--- src/rtl/neuron_array_seq.sv ---
// Host-side sequencer for the neuron array: config load, bounded run,
// spike-probe state tracking and handshaked readout.
module neuron_array_seq #(
  parameter int FP_DATA_WIDTH   = 16,
  parameter int TEN_DATA_WIDTH  = 2,
  parameter int NUM_NEURON      = 512,
  parameter int NEURON_ID_WIDTH = 9,
  parameter int OUT_WIDTH       = 16
) (
  input  logic                       clk,
  input  logic                       reset,
  input  logic                       in_valid,
  output logic                       in_ready,
  input  logic [FP_DATA_WIDTH-1:0]   in_data,
  output logic                       out_valid,
  input  logic                       out_ready,
  output logic [OUT_WIDTH-1:0]       out_data,
  output logic                       arr_wr_en,
  output logic [1:0]                 arr_wr_field,
  output logic [NEURON_ID_WIDTH-1:0] arr_wr_idx,
  output logic [FP_DATA_WIDTH-1:0]   arr_wr_data,
  output logic                       arr_run,
  input  logic                       spike_valid,
  input  logic [NEURON_ID_WIDTH-1:0] spike_id,
  input  logic [TEN_DATA_WIDTH-1:0]  spike_val,
  output logic                       busy,
  output logic                       run_done
);

  localparam int AW    = NEURON_ID_WIDTH + 1;
  localparam int WW    = NEURON_ID_WIDTH + 3;
  localparam int RW    = FP_DATA_WIDTH - 2;
  localparam int NWORD = (NUM_NEURON + OUT_WIDTH - 1) / OUT_WIDTH;
  localparam int PW    = NWORD * OUT_WIDTH;

  typedef enum logic [1:0] {
    S_IDLE,
    S_LOAD,
    S_RUN,
    S_READ
  } state_t;

  state_t                  r_state;
  state_t                  w_next;
  logic [AW-1:0]           r_active;
  logic [NUM_NEURON-1:0]   r_states;
  logic [WW-1:0]           r_word_cnt;
  logic [RW-1:0]           r_run_left;
  logic [AW-1:0]           r_rd_idx;
  logic                    r_wr_en;
  logic [1:0]              r_wr_field;
  logic [NEURON_ID_WIDTH-1:0] r_wr_idx;
  logic [FP_DATA_WIDTH-1:0] r_wr_data;
  logic                    r_run_done;

  logic                    w_acc;
  logic [1:0]              w_op;
  logic                    w_load_last;
  logic                    w_done;
  logic                    w_spk_hit;
  logic                    w_rd_last;
  logic [31:0]             w_rd_end;
  logic [NUM_NEURON-1:0]   w_masked;
  logic [PW-1:0]           w_padded;
  logic [OUT_WIDTH-1:0]    w_rd_data;

  assign w_acc       = in_valid & in_ready;
  assign w_op        = in_data[FP_DATA_WIDTH-1 -: 2];
  assign w_load_last = (r_word_cnt + WW'(1)) == {r_active, 2'b00};
  assign w_spk_hit   = spike_valid && (spike_val != '0)
                       && ({1'b0, spike_id} < r_active);

  // Bits at or beyond the active count never leak into readout words.
  for (genvar g = 0; g < NUM_NEURON; g++) begin : g_mask
    assign w_masked[g] = r_states[g] & (AW'(g) < r_active);
  end

  assign w_padded  = PW'(w_masked);
  assign w_rd_data = OUT_WIDTH'(w_padded >> (32'(r_rd_idx) * 32'(OUT_WIDTH)));
  assign w_rd_end  = (32'(r_rd_idx) + 32'd1) * 32'(OUT_WIDTH);
  assign w_rd_last = w_rd_end >= 32'(r_active);

  always_comb begin
    w_next = r_state;
    w_done = 1'b0;
    unique case (r_state)
      S_IDLE: begin
        if (w_acc) begin
          unique case (w_op)
            2'b01: w_next = S_LOAD;
            2'b10: begin
              if (in_data[RW-1:0] == '0) begin
                w_next = S_READ;
                w_done = 1'b1;
              end else begin
                w_next = S_RUN;
              end
            end
            2'b11: w_next = S_READ;
            default: w_next = S_IDLE;
          endcase
        end
      end
      S_LOAD: if (w_acc && w_load_last) w_next = S_IDLE;
      S_RUN: begin
        if (r_run_left == RW'(1)) begin
          w_next = S_READ;
          w_done = 1'b1;
        end
      end
      S_READ: if (out_ready && w_rd_last) w_next = S_IDLE;
      default: w_next = S_IDLE;
    endcase
  end

  always_ff @(posedge clk) begin
    if (reset) begin
      r_state    <= S_IDLE;
      r_active   <= AW'(NUM_NEURON);
      r_states   <= '1;
      r_word_cnt <= '0;
      r_run_left <= '0;
      r_rd_idx   <= '0;
      r_wr_en    <= 1'b0;
      r_wr_field <= '0;
      r_wr_idx   <= '0;
      r_wr_data  <= '0;
      r_run_done <= 1'b0;
    end else begin
      r_state    <= w_next;
      r_run_done <= w_done;
      r_wr_en    <= 1'b0;
      unique case (r_state)
        S_IDLE: begin
          r_rd_idx <= '0;
          if (w_acc) begin
            unique case (w_op)
              2'b00: r_active <= {1'b0, in_data[NEURON_ID_WIDTH-1:0]} + AW'(1);
              2'b01: begin
                r_states   <= '1;
                r_word_cnt <= '0;
              end
              2'b10: r_run_left <= in_data[RW-1:0];
              default: r_rd_idx <= '0;
            endcase
          end
        end
        S_LOAD: begin
          if (w_acc) begin
            r_wr_en    <= 1'b1;
            r_wr_idx   <= r_word_cnt[NEURON_ID_WIDTH+1:2];
            r_wr_field <= r_word_cnt[1:0];
            r_wr_data  <= in_data;
            r_word_cnt <= r_word_cnt + WW'(1);
          end
        end
        S_RUN: begin
          r_run_left <= r_run_left - RW'(1);
          if (w_spk_hit) r_states[spike_id] <= ~r_states[spike_id];
        end
        S_READ: if (out_ready) r_rd_idx <= r_rd_idx + AW'(1);
        default: r_rd_idx <= '0;
      endcase
    end
  end

  assign in_ready     = (r_state == S_IDLE) || (r_state == S_LOAD);
  assign busy         = r_state != S_IDLE;
  assign arr_run      = r_state == S_RUN;
  assign out_valid    = r_state == S_READ;
  assign out_data     = out_valid ? w_rd_data : '0;
  assign arr_wr_en    = r_wr_en;
  assign arr_wr_field = r_wr_field;
  assign arr_wr_idx   = r_wr_idx;
  assign arr_wr_data  = r_wr_data;
  assign run_done     = r_run_done;

endmodule

--- config.mk ---
export PLATFORM = sky130hd
export DESIGN_NAME = neuron_array_seq
export DESIGN_NICKNAME = d
export VERILOG_FILES = /design/src/rtl/neuron_array_seq.sv
export SDC_FILE = /design/constraint.sdc
export NUM_CORES = 2
export LEC_CHECK = 0
export CAP_MARGIN = 10
export CORE_ASPECT_RATIO = 1.25
export CORE_MARGIN = 2
export CORE_UTILIZATION = 58
export DETAILED_ROUTE_END_ITERATION = 10
export PLACE_DENSITY_LB_ADDON = 0.25
export SLEW_MARGIN = 10
export SYNTH_ARGS = -nofsm -noshare
export SYNTH_HDL_FRONTEND = slang
export SYNTH_SLANG_ARGS = --single-unit
--- constraint.sdc ---
create_clock -name clk -period 4.4 [get_ports clk]
set_input_delay 1.1 -clock clk [delete_from_list [all_inputs] [get_ports clk]]
set_output_delay 1.1 -clock clk [all_outputs]
set_load 0.01 [all_outputs]
==> load_flow_metrics.sql, run 1 <==
INSERT INTO impl_metrics (metric_group, metric, value, unit) VALUES
('status', 'result_of_the_run', 'stopped before the end', ''),
('status', 'outcome.stop_stage', 'global routing', ''),
('status', 'tool.error', '[ERROR GRT-0116] Global routing finished with congestion. Check the congestion regions in the DRC Viewer.', ''),
('cts', 'clock_sinks', '589', ''),
('grt', 'grt_pass1_wl', '375', 'mm'),
('grt', 'grt-ovfl-total', '23', ''),
('cts', 'cts-buffers-inserted', '60', ''),
('floorplan', 'initial_utilization', '0.582', ''),
('floorplan', 'placementRows', '106', ''),
('synthesis', 'register_bit_total_from_synthesis', '589', ''),
('synthesis', 'synth_top_cell_by_area', 'dfxtp_1', ''),
('synthesis', 'synth.top_cells.by_count', 'a21oi_1, o21ai_0, dfxtp_1', ''),
('cts', 'ctsLongestPathBuffers', '3', ''),
('floorplan', 'floorplan.die.height', '293', 'µm'),
('grt', 'groute.usage.overall', '0.734', ''),
('synthesis', 'yosys_warnings', '0', ''),
('grt', 'maximum_number_of_pins_on_one_net_before_global_route_repair', '250', ''),
('place', 'dp.final_hpwl', '160', 'mm'),
('floorplan', 'top_level_ports', '81', ''),
('place', 'gp_congestion', '1.46', ''),
('synthesis', 'cell_with_the_most_instances_after_synthesis', 'a21oi_1', ''),
('synthesis', 'yosysTopAreaCellShare', '0.304', ''),
('synthesis', 'seq_area_frac_synth', '0.304', ''),
('cts', 'cts_max_level', '2', ''),
('place', 'dpl_cell_area', '0.0450', 'mm²'),
('grt', 'first_global_vias', '52800', ''),
('synthesis', 'post_synth_inst_count', '4960', ''),
('place', 'place.port_buffers', '80', ''),
('synthesis', 'synthesis.nets', '5012', ''),
('synthesis', 'ys_top_cells_by_area', 'dfxtp_1, a211oi_1, a21oi_1, o21ai_0, mux4_2', ''),
('cts', 'cts_hold_repair.buffers', '0', ''),
('synthesis', 'synth-async-reset-ratio', '0', ''),
('floorplan', 'dieWidth', '235', 'µm'),
('synthesis', 'synth-edff-count', '0', ''),
('synthesis', 'postSynth.topFlopCell', 'dfxtp_1', ''),
('synthesis', 'ys_types', '85', ''),
('cts', 'cts-root-buf', 'clkbuf_16', ''),
('synthesis', 'synthesis.area_per_instance', '7.82', 'µm²'),
('synthesis', 'synth.cell_area', '0.0388', 'mm²');
## what timing repair did
action,in CTS
endpoints found under the setup margin,16
endpoints found under the hold margin,0
pin swaps,105
resized for setup,401
cloned,0
buffers inserted,58
## cells by family after synthesis
logic type	Yosys count	synth area share
and+or+nand+nor	974	0.116
DFF	589	0.304
AOI/OAI and AO/OA	2542	0.411
xor gates and xnor gates	29	0.00655
buffers and inverters	626	0.0759
adders and majority gates	20	0.00645
muxes	180	0.0801
## per-stage QoR
stage | worst slack (ps) | hold slack [ps] | instances | TNS (ps)
after floorplan | 160 | 445 | 4960 | 0
after global placement | -414 | 441 | 6128 | -128520
after detailed placement | -456 | 447 | 6128 | -170970
after CTS | -113 | 454 | 6297 | -858
## metal layers
layer | GRT overflow | track usage
met5 | 0 | 0.465
met4 | 11 | 0.675
met3 | 2 | 0.644
met2 | 5 | 0.867
met1 | 5 | 0.728
==> inputs of run 2 (changes only) <==
- CORE_ASPECT_RATIO: 1.25 -> unset
- CORE_UTILIZATION: 58 -> 40
- PLACE_DENSITY_LB_ADDON: 0.25 -> 0.15
- clock period: 4.4 -> 5.72 ns (I/O delays scaled with it)
==> run 2 against run 1 <==
Synthesized cell count stayed put. Area after synthesis stayed put. The flow now finishes, with violations (setup timing).
==> load_flow_metrics.sql, run 2 <==
INSERT INTO impl_metrics (metric_group, metric, value, unit) VALUES
('drt', 'routed-via-count', '50300', ''),
('timing', 'post-route-min-period', '5850', 'ps'),
('synthesis', 'postSynth.topFlopCell', 'dfxtp_1', ''),
('synthesis', 'yosys_warnings', '0', ''),
('place', 'dpl_cell_area', '0.0453', 'mm²'),
('floorplan', 'initial_utilization', '0.402', ''),
('drt', 'firstDrtPassIters', '10', ''),
('power', 'part_of_the_power_in_registers', '0.363', ''),
('synthesis', 'synthesis.area_per_instance', '7.82', 'µm²'),
('power', 'p_per_area', '236', 'mW/mm²'),
('critical_path', 'kind_of_critical_path', 'reg2out', ''),
('layout', 'largest_reg_flops', '512', ''),
('timing', 'finalHoldViolCount', '0', ''),
('synthesis', 'synth_top_cell_by_area', 'dfxtp_1', ''),
('min_path', 'min_path_type', 'reg2reg', ''),
('layout', 'final_common_cell', 'a21oi_1', ''),
('power', 'power_leakage', '0.0156', 'µW'),
('power', 'share_clk_of_total_power', '0.443', ''),
('drt', 'final_antenna_net_count', '0', ''),
('power', 'irDropWorstVdd', '0.307', 'mV'),
('cts', 'cts_max_level', '3', ''),
('synthesis', 'ys_top_cells_by_area', 'dfxtp_1, a211oi_1, a21oi_1, o21ai_0, mux4_2', ''),
('drt', 'drt-vias-per-instance', '7.59', ''),
('grt', 'grt_antenna_before_repair', '23', ''),
('cts', 'cts-root-buf', 'clkbuf_16', ''),
('cts', 'cts-buffers-inserted', '73', ''),
('job', 'max-cap-violations', '0', ''),
('timing', 'rsz0062_at_grt', 'yes', ''),
('synthesis', 'synth-async-reset-ratio', '0', ''),
('synthesis', 'synthesis.nets', '5012', ''),
('synthesis', 'synth-edff-count', '0', ''),
('timing', 'timing.max_slew.rel_slack', '0.0491', ''),
('grt', 'grt-ovfl-total', '0', ''),
('grt', 'groute.usage.overall', '0.554', ''),
('cts', 'cts_hold_repair.buffers', '0', ''),
('synthesis', 'post_synth_inst_count', '4960', ''),
('critical_path', 'maximum_net_fanout_on_the_critical_path', '9', ''),
('layout', 'layout.filler_cells', '9467', ''),
('floorplan', 'die-area', '0.0995', 'mm²'),
('place', 'gp_congestion', '1.15', ''),
('synthesis', 'seq_area_frac_synth', '0.304', ''),
('timing', 'slew_violations', '0', ''),
('place', 'pre_cts_ws', '-101', 'ps'),
('grt', 'grt_pass1_wl', '383', 'mm'),
('synthesis', 'cell_with_the_most_instances_after_synthesis', 'a21oi_1', ''),
('timing', 'post-route-worst-setup-slack', '-129', 'ps'),
('cts', 'clk-insertion-delay-late', '710', 'ps'),
('cts', 'ctsLongestPathBuffers', '3', ''),
('synthesis', 'register_bit_total_from_synthesis', '589', ''),
('layout', 'largest-register', 'r_states', ''),
('drt', 'avgRoutedWirePerCell', '43.2', 'µm'),
('layout', 'mostFrequentLayoutCells', 'a21oi_1, buf_4, o21ai_0, dfxtp_1, a211oi_1', ''),
('timing', 'setup-violations-final', '7', ''),
('status', 'violations_in_the_final_reports', 'setup timing', ''),
('floorplan', 'core-area', '0.0964', 'mm²'),
('drt', 'aggregate_routed_wire_length', '286', 'mm'),
('drt', 'drt_drc_violations_left', '0', ''),
('cts', 'clock_sinks', '589', ''),
('timing', 'final.setup_skew', '31.9', 'ps'),
('place', 'dp.final_hpwl', '208', 'mm'),
('status', 'result_of_the_run', 'finished with violations', ''),
('critical_path', 'cp.required', '4290', 'ps'),
('place', 'place.port_buffers', '80', ''),
('power', 'swShare', '0.323', ''),
('floorplan', 'top_level_ports', '81', ''),
('critical_path', 'worstSetupEndpointType', 'output port', ''),
('power', 'report.power.total', '11400', 'µW'),
('layout', 'post_route_utilization', '0.504', ''),
('power', 'cellInternalPower', '7750', 'µW'),
('timing', 'finalCritPeriodShare', '1.02', ''),
('drt', 'drt-initial-drc-count', '9982', ''),
('power', 'power.share.combinational', '0.194', ''),
('timing', 'max_freq', '171', 'MHz'),
('floorplan', 'floorplan.die.height', '315', 'µm'),
('layout', 'area.growth.synth_to_final', '25.2', '%'),
('synthesis', 'ys_types', '85', ''),
('grt', 'first_global_vias', '44600', ''),
('cts', 'tritoncts', 'built', ''),
('layout', 'post-route-cell-area', '0.0485', 'mm²'),
('synthesis', 'yosysTopAreaCellShare', '0.304', ''),
('floorplan', 'placementRows', '114', ''),
('synthesis', 'synth.cell_area', '0.0388', 'mm²'),
('critical_path', 'critical_path.startpoint_type', 'register', ''),
('critical_path', 'timing.critical_path.arrival', '4420', 'ps'),
('power', 'power.net_switching', '3690', 'µW'),
('synthesis', 'synth.top_cells.by_count', 'a21oi_1, o21ai_0, dfxtp_1', ''),
('grt', 'maximum_number_of_pins_on_one_net_before_global_route_repair', '233', ''),
('layout', 'nets', '5328', ''),
('floorplan', 'dieWidth', '315', 'µm'),
('layout', 'drive_above_1_share', '0.221', ''),
('timing', 'max_slew.worst_pin.slew', '1420', 'ps'),
('cts', 'path_clk_slew', '60', 'ps');
[run 2: cell counts after synthesis]
Identical to the previous run, type by type.
[run 2: final cells by class]
| cell class | instances | area, µm² | area share |
|---|---|---|---|
| Multi-Input combinational cell | 3745 | 24700 | 0.509 |
| Clock buffer | 104 | 2130 | 0.0439 |
| Clock inverter | 29 | 425 | 0.00876 |
| Timing Repair Buffer | 841 | 7700 | 0.159 |
| Tap cell | 1276 | 1600 | 0.0329 |
| Sequential cell | 589 | 11800 | 0.243 |
| Inverter | 26 | 108 | 0.00222 |
| Antenna cell | 15 | 37.5 | 0.000773 |
[run 2: final timing paths]
| kind | from | to | slack (ps) | cells after the start |
|---|---|---|---|---|
| hold / removal | arr_wr_data[9] | arr_wr_data[9] | 450 | 2 |
| setup reg to reg | r_active[1] | r_states[99] | 1140 | 13 |
| hold reg to reg | arr_wr_data[9] | arr_wr_data[9] | 450 | 2 |
| setup / recovery | r_active[9] | out_data[10] | -130 | 12 |
[run 2: per-stage QoR]
stage          TNS (ps)  hold slack (ps)  instances
2_1_floorplan         0              445       4960
3_3_place_gp      -6520              442       6470
5_1_grt            -184              473       6612
4_1_cts           -61.0              457       6603
6_report           -577              454       6625
3_5_place_dp      -2680              449       6470
[run 2: metal layers]
metal,GRT usage,up-vias,share of wire
li1,-,19800,-
met1,0.711,24200,0.37
met2,0.710,4948,0.37
met3,0.260,1345,0.16
met4,0.406,20,0.095
met5,0.00852,-,0.0010
[run 2: power groups by stage]
stage	combinational [µW]	sequential (µW)	clock (µW)
global route	2240	4150	5190
CTS	2060	4150	5050
detailed placement	2040	4240	0
global placement	2040	4240	0
finish	2220	4150	5070
floorplan	1020	4230	0
[run 2: cell families (layout without fill, tap and decap cells)]
family	Yosys count	after routing	share of synthesized area
flip-flops	589	589	0.304
XOR/XNOR	29	29	0.00655
multiplexers	180	180	0.0801
AO/OA/AOI/OAI	2542	2542	0.411
adder cells (fa/ha/maj)	20	20	0.00645
other	0	15	0
buffers and inverters	626	1000	0.0759
AND/OR/NAND/NOR	974	974	0.116
[run 2: timing repair]
action | in CTS | in global routing
setup buffers | 0 | 5
pin swaps | 1 | 11
resized for setup | 77 | 69
setup endpoints to repair | 16 | 16
[run 2: worst max-delay path, stage by stage, from the launching register on]
cell and delay (ps):
dfxtp_2 440, buf_4 190, inv_1 150, buf_4 250
a211oi_1 380, buf_4 230, o211ai_1 100, a311oi_1 540
buf_4 220, a21oi_1 40, a211o_1 320, o21ai_1 220
clkdlybuf4s50_1 640
Note: power is estimated with default switching activity, not from simulation.
